File: src/rtl/vga_pkg.sv
// vga_pkg: shared VGA timing constants (640x480 defaults) and counter decode helpers
// used by the scan generator and by glyph modules that consume x/y.
package vga_pkg;
  localparam int CNT_W = 10;
  localparam int RGB_W = 12;
  localparam int H_TOTAL = 800;
  localparam int V_TOTAL = 525;
  localparam int H_SYNC_START = 656;
  localparam int H_SYNC_END = 751;
  localparam int V_SYNC_START = 490;
  localparam int V_SYNC_END = 491;
  function automatic logic in_span(logic [CNT_W-1:0] c, int lo, int hi);
    return int'(c) >= lo && int'(c) <= hi;
  endfunction
endpackage

File: src/rtl/pix_div.sv
// pix_div: free-running clk divider; tick is high for the last clk of each pixel period.
module pix_div #(
  parameter int CLK_DIV = 4
) (
  input  logic clk,
  input  logic rst_n,
  output logic tick
);
  localparam int W = $clog2(CLK_DIV);
  logic [W-1:0] cnt;
  assign tick = cnt == W'(CLK_DIV - 1);
  always_ff @(posedge clk or negedge rst_n)
    if (!rst_n) cnt <= '0;
    else cnt <= tick ? '0 : cnt + 1'b1;
endmodule

File: src/rtl/vga_scan_gen.sv
// vga_scan_gen: VGA raster counters, sync generation and colour output for an external glyph decoder.
module vga_scan_gen
  import vga_pkg::*;
#(
  parameter int CLK_DIV = 4,
  parameter int H_ACTIVE = 640,
  parameter int H_FP = 16,
  parameter int H_SYNC = 96,
  parameter int H_BP = 48,
  parameter int V_ACTIVE = 480,
  parameter int V_FP = 10,
  parameter int V_SYNC = 2,
  parameter int V_BP = 33,
  parameter logic [RGB_W-1:0] FG_RGB = 12'hFFF,
  parameter logic [RGB_W-1:0] BG_RGB = 12'h000
) (
  input  logic             clk,
  input  logic             rst_n,
  output logic [CNT_W-1:0] x,
  output logic [CNT_W-1:0] y,
  input  logic             display,
  output logic             p_tick,
  output logic             hsync,
  output logic             vsync,
  output logic [RGB_W-1:0] rgb,
  output logic             frame_start
);
  localparam logic [CNT_W-1:0] H_ACT = CNT_W'(H_ACTIVE);
  localparam logic [CNT_W-1:0] V_ACT = CNT_W'(V_ACTIVE);
  localparam logic [CNT_W-1:0] H_LAST = CNT_W'(H_ACTIVE + H_FP + H_SYNC + H_BP - 1);
  localparam logic [CNT_W-1:0] V_LAST = CNT_W'(V_ACTIVE + V_FP + V_SYNC + V_BP - 1);
  localparam int HS_LO = H_ACTIVE + H_FP;
  localparam int HS_HI = HS_LO + H_SYNC - 1;
  localparam int VS_LO = V_ACTIVE + V_FP;
  localparam int VS_HI = VS_LO + V_SYNC - 1;
  logic [CNT_W-1:0] hcount, vcount, h_next, v_next;
  logic             h_wrap, video_on;
  logic [RGB_W-1:0] pix;
  pix_div #(.CLK_DIV(CLK_DIV)) u_div (
    .clk  (clk),
    .rst_n(rst_n),
    .tick (p_tick)
  );
  // >= / > comparisons also pull any corrupted counter value back to 0
  always_comb begin
    h_wrap = hcount >= H_LAST;
    h_next = h_wrap ? '0 : hcount + 1'b1;
    v_next = vcount > V_LAST ? '0 : !h_wrap ? vcount : vcount == V_LAST ? '0 : vcount + 1'b1;
    video_on = hcount < H_ACT && vcount < V_ACT;
    pix = video_on ? (display ? FG_RGB : BG_RGB) : '0;
  end
  // colour and syncs are registered from the presented (x,y), so all three lag x/y by one pixel
  always_ff @(posedge clk or negedge rst_n)
    if (!rst_n) begin
      hcount <= '0;
      vcount <= '0;
      rgb    <= '0;
      hsync  <= 1'b1;
      vsync  <= 1'b1;
    end else if (p_tick) begin
      hcount <= h_next;
      vcount <= v_next;
      rgb    <= pix;
      hsync  <= !in_span(hcount, HS_LO, HS_HI);
      vsync  <= !in_span(vcount, VS_LO, VS_HI);
    end
  assign x = hcount;
  assign y = vcount;
  assign frame_start = p_tick && hcount == '0 && vcount == '0;
endmodule

File: config.mk
export PLATFORM = sky130hd
export DESIGN_NAME = vga_scan_gen
export DESIGN_NICKNAME = d
export VERILOG_FILES = /design/src/rtl/vga_pkg.sv /design/src/rtl/pix_div.sv /design/src/rtl/vga_scan_gen.sv
export SDC_FILE = /design/constraint.sdc
export NUM_CORES = 1
export LEC_CHECK = 0
export ABC_AREA = 0
export BUFFER_PORTS_ARGS = -buffer_cell sky130_fd_sc_hd__buf_2
export CAP_MARGIN = 20
export CORE_UTILIZATION = 52
export DETAILED_ROUTE_END_ITERATION = 7
export GPL_TIMING_DRIVEN = 0
export PLACE_DENSITY = 0.86
export SKIP_LAST_GASP = 1
export SLEW_MARGIN = 20
export SYNTH_ARGS = -nofsm -noshare
export SYNTH_HDL_FRONTEND = slang
export SYNTH_SLANG_ARGS = --single-unit
File: constraint.sdc
create_clock -name clk -period 2.2 [get_ports clk]
set_input_delay 0.11 -clock clk [delete_from_list [all_inputs] [get_ports clk]]
set_output_delay 0.11 -clock clk [all_outputs]
set_load 0.01 [all_outputs]
==> results_dict.tcl, run 1 <==
set metrics [dict create \
    outcome "complete, no violations" \
    most-common-layout-cells "buf_2 (39), dfrtp_1 (21), a21oi_1 (14), buf_4 (14)" \
    final_cells 240 \
    overflow 0 \
    reg2reg_from "y[0]" \
    async_flop_share_pct 100.0 \
    synthesis.nets 172 \
    cts_buffers 3 \
    max_freq_mhz 475.3 \
    cp.required_ps 2090 \
    grt_first_pass_wirelength_um 6437 \
    ir_drop_v 0.0004803 \
    clkTransAtPathRegs_ps 140 \
    finClkSkew_ps 1.721 \
    finalWirelength_um 3921 \
    synth_xor_area_share_pct 1.727 \
    die_height_um 56.09 \
    synth_area_um2 1521 \
    viasPerCell 6.208 \
    p_seq_share_pct 64.1 \
    power_density_nw_per_um2 397.0 \
    dieArea_um2 3146 \
    min_path_cells 3 \
    synth_fa_ha_area_share_pct 4.112 \
    p_leak_nw 0.8447 \
    r2r_cells 6 \
    syn_to_final_growth_pct 19.82 \
    drv_cap 0 \
    worstSetupPathType "flop to primary output" \
    cp.arrival_ps 1990 \
    drtIter0Drc 60 \
    cts_root_buf "clkbuf_4" \
    p_int_w 0.0005542 \
    swShare_pct 23.42 \
    finalWeightedCongestion 0.8656 \
    synth_compound_area_share_pct 21.55 \
    track_usage_pct 25.77 \
    insertion_delay_ps 320 \
    relSlewSlack_pct 59.82 \
    cts_tree "built" \
    placed_cells_incl_taps 233 \
    power.switching_w 0.0001695 \
    h-tree-depth 1 \
    hp-start "display" \
    drc 0 \
    antenna_left 0 \
    holdWs_ps 232.6 \
    tightest_slew_ps 596.2 \
    synth_top_family_by_area "simple AND/OR/NAND/NOR gates" \
    fin_area_um2 1823 \
    dpl.hpwl_um 2783 \
    hold_viol 0 \
    critPathCaptureType "primary output" \
    drive_above_1_share_pct 33.49 \
    core-area_um2 2758 \
    port_buffers 38 \
    cts_sinks 25 \
    wl_per_cell_um 16.34 \
    setup_violations 0 \
    ys_types 46 \
    rows 19 \
    startpoint_type "flop" \
    critical_path.max_fanout 10 \
    vias 1490 \
    synth-edff-count 0 \
    final_nets 218 \
    yosys.area_share.simple_pct 22.62 \
    hold_path_class "input port to flop" \
    ys.warnings.count 0 \
    antenna_found_initial 0 \
    synth_mux_area_share_pct 0 \
    pwr-share-clk_pct 29.9 \
    synthCells 164 \
    start_util_pct 55.17 \
    whs_endpoint "rgb[10]" \
    grt_pass1_vias 1415 \
    firstDrtPassIters 4 \
    diodes 0 \
    synth-seq-cells 25 \
    combPwrFrac_pct 6.1 \
    final_common_cell "buf_2" \
    syn_avg_cell_area_um2 9.277 \
    grt_max_degree 26 \
    min_period_ps 2104 \
    regToRegSetupSlack_ps 140 \
    io_pins 39 \
    r2r_end "y[7]" \
    die_w_um 56.09 \
    synth_flop_cell "dfrtp_1" \
    synth_seq_area_share_pct 41.28 \
    cts_buffer_depth 2 \
    place_area_um2 1750 \
    period_share_pct 95.63 \
    slew_violations 0 \
]
==> worst max-delay path, cell delays in order (launching register included) <==
cell      delay, ps
dfrtp_1         500
clkbuf_2        240
nor4_1          320
nand4_1         150
nor4_2          280
buf_2           170
==> final cells by class <==
| cell class | instances | area, µm² |
|---|---|---|
| Timing Repair Buffer | 42 | 222.7 |
| Clock buffer | 4 | 26.28 |
| Fill cell | 234 | 934.6 |
| Buffer | 16 | 103.9 |
| Sequential cell | 25 | 630.6 |
| Tap cell | 31 | 38.79 |
| Inverter | 7 | 26.28 |
| Multi-Input combinational cell | 115 | 774.5 |
==> cells by family (layout without fill, tap and decap cells) <==
kind of cell | count (synthesis) | count (layout)
simple gates | 61 | 61
compound gates | 46 | 46
fa+ha+maj | 5 | 5
buf+inv | 24 | 69
flops | 25 | 25
xor+xnor | 3 | 3
==> timing repair <==
action                                 4_1_cts  5_1_grt
resized for setup                            2        5
buffers inserted                             1        2
pin swaps                                    0        1
setup endpoints to repair                    5        2
endpoints found under the hold margin       23        0
hold buffers                                 1        0
==> Yosys cell counts, types with 2 or more instances <==
master,count,area (µm²)
ha_1,5,62.56
xnor2_1,3,26.28
or3_1,5,31.28
o21ai_0,4,20.02
a21oi_1,14,70.07
clkbuf_1,5,18.77
nand4_1,7,43.79
o21ai_1,6,30.03
buf_4,11,82.58
nand3_1,6,30.03
and3b_1,2,17.52
nor3_1,6,30.03
nand2b_1,2,12.51
o21a_1,2,15.01
a31oi_1,4,25.02
inv_1,6,22.52
o22ai_1,2,12.51
dfstp_2,2,52.55
nor4_1,4,25.02
nor4b_1,2,17.52
nand2_1,9,33.78
o41a_1,2,22.52
dfrtp_1,23,575.6
nor2b_1,2,12.51
nor2_1,9,33.78
==> routing by layer <==
| layer | vias up | routed length (µm) | track usage (%) |
|---|---|---|---|
| li1 | 699 | - | - |
| met1 | 726 | 1631 | 31.73 |
| met2 | 65 | 2034 | 44.56 |
| met3 | 0 | 255 | 5.581 |
| met4 | 0 | 0 | 8.711 |
| met5 | - | 0 | 0 |
==> flip-flops by register name, summed over array words and instances, names as in the netlist <==
signal     count
hsync          1
vsync          1
y             10
rgb            1
u_div.cnt      2
x             10
==> power by group through the flow <==
| stage | Combinational [W] | Sequential [W] | Clock (W) |
|---|---|---|---|
| 5_1_grt | 0.0000481 | 0.000464 | 0.000235 |
| 6_report | 0.0000440 | 0.000464 | 0.000216 |
| 3_3_place_gp | 0.0000422 | 0.000472 | 0 |
| 4_1_cts | 0.0000450 | 0.000464 | 0.000215 |
| 3_5_place_dp | 0.0000437 | 0.000472 | 0 |
| 2_1_floorplan | 0.0000211 | 0.000472 | 0 |
==> how the worst max path moves through the flow <==
stage / slack (ps) / endpoint / cells after the start / start
2_1_floorplan: 410 / y[7] / 4 / y[6]
3_3_place_gp: 2 / y[9] / 7 / u_div.cnt[0]
3_5_place_dp: -50 / y[9] / 7 / u_div.cnt[1]
4_1_cts: 2 / frame_start / 4 / y[6]
5_1_grt: -4 / frame_start / 5 / y[9]
6_report: 100 / frame_start / 5 / y[9]
==> per-stage QoR <==
step	worst slack [ps]	util (%)	power, W	setup TNS, ps
after CTS	2.298	65.29	0.0007237	0
after global placement	1.518	63.48	0.0005140	0
after global routing	-3.656	66.11	0.0007477	-3.656
final	96.06	66.11	0.0007238	0
after detailed placement	-54.06	63.48	0.0005159	-137.4
after floorplan	410.2	-	0.0004934	0
Note: power is estimated with default switching activity, not from simulation.
==> run 2, diff against run 1 <==
--- a/config.mk
+++ b/config.mk
@@ -16,4 +16,5 @@
 export SLEW_MARGIN = 20
 export SYNTH_ARGS = -nofsm -noshare
 export SYNTH_HDL_FRONTEND = slang
+export SYNTH_HIERARCHICAL = 1
 export SYNTH_SLANG_ARGS = --single-unit
==> results_dict.tcl, run 2 <==
set metrics [dict create \
    most-common-layout-cells "buf_2 (42), dfrtp_1 (23), nand2_1 (13)" \
    grt_first_pass_wirelength_um 5568 \
    grt_max_degree 26 \
    track_usage_pct 22.50 \
    insertion_delay_ps 320 \
    slew_violations 0 \
    synth_xor_area_share_pct 2.924 \
    synth_commonest_cells "dfrtp_1 (23), nand2_1 (13), a21oi_1 (11), buf_4 (11)" \
    finalWeightedCongestion 0.8791 \
    rsz0062_at_grt "false" \
    synthTopCellsByArea "dfrtp_1 (38%), buf_4 (5.5%), ha_1 (4.2%), nand4_1 (3.8%), a21oi_1 (3.7%)" \
    drv_cap 0 \
    drc 0 \
    clkTransAtPathRegs_ps 120 \
    h-tree-depth 1 \
    io_pins 39 \
    p_leak_nw 0.8217 \
    core-area_um2 2734 \
    syn_avg_cell_area_um2 9.077 \
    synth-seq-cells 25 \
    drive_above_1_share_pct 30.77 \
    postCtsSetupBuffers 0 \
    final_common_cell "buf_2" \
    finalWirelength_um 3207 \
    dieArea_um2 3099 \
    final_nets 217 \
    start_util_pct 54.78 \
    ys.warnings.count 6 \
    period_share_pct 97.14 \
    synthCells 165 \
    power_density_nw_per_um2 402.1 \
    ir_drop_v 0.0002850 \
    firstDrtPassIters 4 \
    cts_buffers 3 \
    min_period_ps 2137 \
    async_flop_share_pct 100.0 \
    synth_fa_ha_area_share_pct 4.177 \
    die_height_um 55.67 \
    synth_flop_cell "dfrtp_1" \
    startpoint_type "flop" \
    worstSetupPathType "flop to primary output" \
    hold_path_class "input port to flop" \
    relSlewSlack_pct 64.53 \
    overflow 0 \
    synth_area_um2 1498 \
    tightest_slew_ps 532.1 \
    fin_setup_tns_ps 0 \
    antenna_found_initial 0 \
    finClkSkew_ps 6.852 \
    yosys.area_share.simple_pct 22.81 \
    synthesis.nets 173 \
    synth_top_cell_area_share_pct 38.43 \
    yosysTopAreaCell "dfrtp_1" \
    synth_most_common_cell "dfrtp_1" \
    antenna_left 0 \
    drtIter0Drc 57 \
    cp.required_ps 2090 \
    grt_pass1_vias 1185 \
    synth_top_family_by_area "simple AND/OR/NAND/NOR gates" \
    cts_tree "built" \
    syn_to_final_growth_pct 17.96 \
    dpl.hpwl_um 2288 \
    vias 1362 \
    setup_violations 0 \
    rows 19 \
    synth_seq_area_share_pct 41.94 \
    cts_root_buf "clkbuf_4" \
    cts_buffer_depth 2 \
    wl_per_cell_um 13.42 \
    port_buffers 38 \
    cts_sinks 25 \
    final_cells 239 \
    max_freq_mhz 467.9 \
    diodes 0 \
    placed_cells_incl_taps 234 \
    hold_viol 0 \
    ys_types 42 \
    synth-edff-count 0 \
    cp.arrival_ps 2030 \
    synth_compound_area_share_pct 17.13 \
    outcome "complete, no violations" \
    synth_mux_area_share_pct 0.6683 \
    critical_path.max_fanout 8 \
    viasPerCell 5.699 \
    die_w_um 55.67 \
    critPathCaptureType "primary output" \
]
-- run 2: timing repair --
| action | CTS | global route |
|---|---|---|
| hold buffers | 1 | 0 |
| hold endpoints to repair | 23 | 0 |
| pin swaps | 0 | 0 |
| setup endpoints to repair | 1 | 1 |
| resized for setup | 1 | 1 |
-- run 2: kinds of logic after synthesis --
logic type | after synthesis
buffers and inverters | 27
AOI/OAI and AO/OA | 38
and+or+nand+nor | 64
xor gates and xnor gates | 5
muxes | 1
DFF | 25
adders and majority gates | 5
-- run 2: path summary, 6_finish.rpt --
| path | startpoint | to | slack, ps | cells past startpoint |
|---|---|---|---|---|
| max | x[6] | frame_start | 60 | 4 |
| min | display | rgb[10] | 190 | 3 |
| max reg2reg | y[0] | y[4] | 210 | 6 |
| min reg2reg | u_div/cnt[0] | u_div/cnt[0] | 450 | 1 |
| max in group asynchronous | rst_n | hsync | 1540 | 2 |
| min in group asynchronous | rst_n | y[7] | 290 | 2 |
-- run 2: worst max-delay path: stages (launching register included) --
cell and delay, ps:
dfrtp_1 470, or4_1 530, or3_1 330, nor3_1 200
buf_2 180
-- run 2: where the power goes --
group	total [W]	leakage, nW	internal (W)	switching, W
clock	0.000205	0.0150	0.0000710	0.000134
combinational	0.0000422	0.481	0.0000222	0.0000200
sequential	0.000463	0.326	0.000461	0.00000284
-- run 2: layer usage --
metal,up-vias,GRT usage [%],share of wire [%]
met2,41,34.60,45
met3,5,3.256,4.8
met4,0,6.429,1.2
li1,681,-,-
met5,-,0,0
met1,635,33.18,49
-- run 2: area by class of cell --
type	instances	area (µm²)
inverter	10	38.79
fill	233	967.2
buffer	17	117.6
tap	31	38.79
sequential	25	628.1
multi-input combinational	113	716.9
timing repair buffer	39	200.2
clock buffer	4	26.28
-- run 2: stage by stage --
step                 power, W  worst slack, ps  util [%]  hold slack, ps  cell area, µm²
floorplan           0.0004931            362.3         -          -185.6            1498
global placement    0.0005135            280.8     63.16           119.4            1727
detailed placement  0.0005139            286.7     63.16           120.1            1727
CTS                 0.0007168            80.64     64.53           188.1            1764
global route        0.0007488            31.42     64.62           197.1            1767
finish              0.0007104            62.87     64.62           188.3            1767
==> run 3, diff against run 2 <==
--- a/config.mk
+++ b/config.mk
@@ -12,6 +12,7 @@
 export DETAILED_ROUTE_END_ITERATION = 7
 export GPL_TIMING_DRIVEN = 0
 export PLACE_DENSITY = 0.86
+export SETUP_SLACK_MARGIN = 0.1
 export SKIP_LAST_GASP = 1
 export SLEW_MARGIN = 20
 export SYNTH_ARGS = -nofsm -noshare
==> results_dict.tcl, run 3 (synthesis results as in run 2) <==
set metrics [dict create \
    outcome "complete, no violations" \
    fin_setup_tns_ps 0 \
    most-common-layout-cells "buf_2 (42), dfrtp_1 (21), nand2_1 (13), buf_4 (13), a21oi_1 (11)" \
    firstDrtPassIters 4 \
    final_common_cell "buf_2" \
    port_buffers 38 \
    syn_to_final_growth_pct 20.13 \
    pwr-share-clk_pct 28.5 \
    hp-start "display" \
    p_int_w 0.0005536 \
    critical_path.max_fanout 6 \
    die_height_um 55.67 \
    max_freq_mhz 498.8 \
    grt_pass1_vias 1210 \
    relSlewSlack_pct 64.73 \
    p_leak_nw 0.8315 \
    drive_above_1_share_pct 32.86 \
    startpoint_type "flop" \
    period_share_pct 91.13 \
    h-tree-depth 1 \
    startpoint "x[7]" \
    worstSetupPathType "flop to primary output" \
    reg2reg_from "y[0]" \
    slew_violations 0 \
    hold_viol 0 \
    dpl.hpwl_um 2288 \
    cts_root_buf "clkbuf_4" \
    cts_buffer_depth 2 \
    r2r_cells 6 \
    hold_path_class "input port to flop" \
    dieArea_um2 3099 \
    critPathCaptureType "primary output" \
    finalWeightedCongestion 0.8791 \
    io_pins 39 \
    tightest_slew_ps 529.1 \
    min_path_cells 3 \
    power.switching_w 0.0001531 \
    drc 0 \
    final_nets 219 \
    drv_cap 0 \
    grt_max_degree 26 \
    clkTransAtPathRegs_ps 120 \
    overflow 0 \
    viasPerCell 5.726 \
    finalWirelength_um 3235 \
    power_density_nw_per_um2 392.8 \
    finClkSkew_ps 7.996 \
    ir_drop_v 0.0002822 \
    cp.required_ps 2090 \
    start_util_pct 54.78 \
    antenna_found_initial 0 \
    cts_tree "built" \
    diodes 0 \
    core-area_um2 2734 \
    setup_violations 0 \
    swShare_pct 21.67 \
    drtIter0Drc 54 \
    combPwrFrac_pct 6.0 \
    rsz0062_at_grt "false" \
    cts_buffers 3 \
    wl_per_cell_um 13.42 \
    insertion_delay_ps 320 \
    grt_first_pass_wirelength_um 5651 \
    track_usage_pct 22.80 \
    min_period_ps 2005 \
    cts_sinks 25 \
    cp.arrival_ps 1890 \
    holdWs_ps 192.6 \
    p_seq_share_pct 65.6 \
    die_w_um 55.67 \
    rows 19 \
    antenna_left 0 \
    vias 1380 \
]
==> run 3: cell types whose count changed in the layout (fill, tap and decap cells not counted) <==
cell	change
ha_2	-1
dfrtp_1	-2
dfrtp_2	+2
buf_4	+2
ha_4	+1
nor3_2	+1
nor3_1	-1
==> run 3: final timing paths <==
kind	to	slack (ps)
worst max-delay path	frame_start	200
worst min-delay path	rgb[10]	190
worst max register to register	y[4]	200
worst min register to register	u_div/cnt[0]	500
max in group asynchronous	x[4]	1520
min in group asynchronous	y[5]	290
==> run 3: metrics by stage <==
stage	area [µm²]	instances	setup slack, ps	util, %	total power, W
floorplan	1498	165	362.3	-	0.0004931
detailed placement	1727	234	286.7	63.16	0.0005139
global placement	1727	234	280.8	63.16	0.0005135
global route	1799	241	110.7	65.81	0.0007488
finish	1799	241	195.1	65.81	0.0007068
CTS	1775	240	102.2	64.94	0.0007167
==> run 3: metal layers <==
metal / vias to the layer above / wire length (µm) / share of wire, % / GRT usage [%]
met3: 5 / 141 / 4.4 / 3.256
met2: 37 / 1455 / 45 / 35.28
met1: 655 / 1602 / 50 / 33.49
li1: 683 / - / - / -
met4: 0 / 36 / 1.1 / 6.429
met5: - / 0 / 0 / 0
==> run 3: power by group through the flow <==
stage	Sequential [W]	Combinational, W	Clock, W
detailed placement	0.000472	0.0000418	0
CTS	0.000464	0.0000431	0.000210
finish	0.000463	0.0000421	0.000201
global placement	0.000472	0.0000416	0
floorplan	0.000472	0.0000208	0
global route	0.000464	0.0000467	0.000238
==> run 3: final cells by class <==
type / count / area, µm²
inverter: 10 / 38.79
fill: 225 / 934.6
tap: 31 / 38.79
timing repair buffer: 41 / 215.2
buffer: 17 / 117.6
clock buffer: 4 / 26.28
multi-input combinational: 113 / 732.0
sequential: 25 / 630.6
==> run 3: what timing repair did <==
action | in CTS | in global routing
hold endpoints to repair | 23 | 0
hold buffers | 1 | 0
setup endpoints to repair | 1 | 1
setup buffers | 1 | 1
resized for setup | 3 | 3
==> run 3: worst max-delay path, stage by stage, from the launching register on <==
cell     delay [ps]
dfrtp_2         460
or4_1           500
or3_1           340
nor3_2          130
buf_2           150
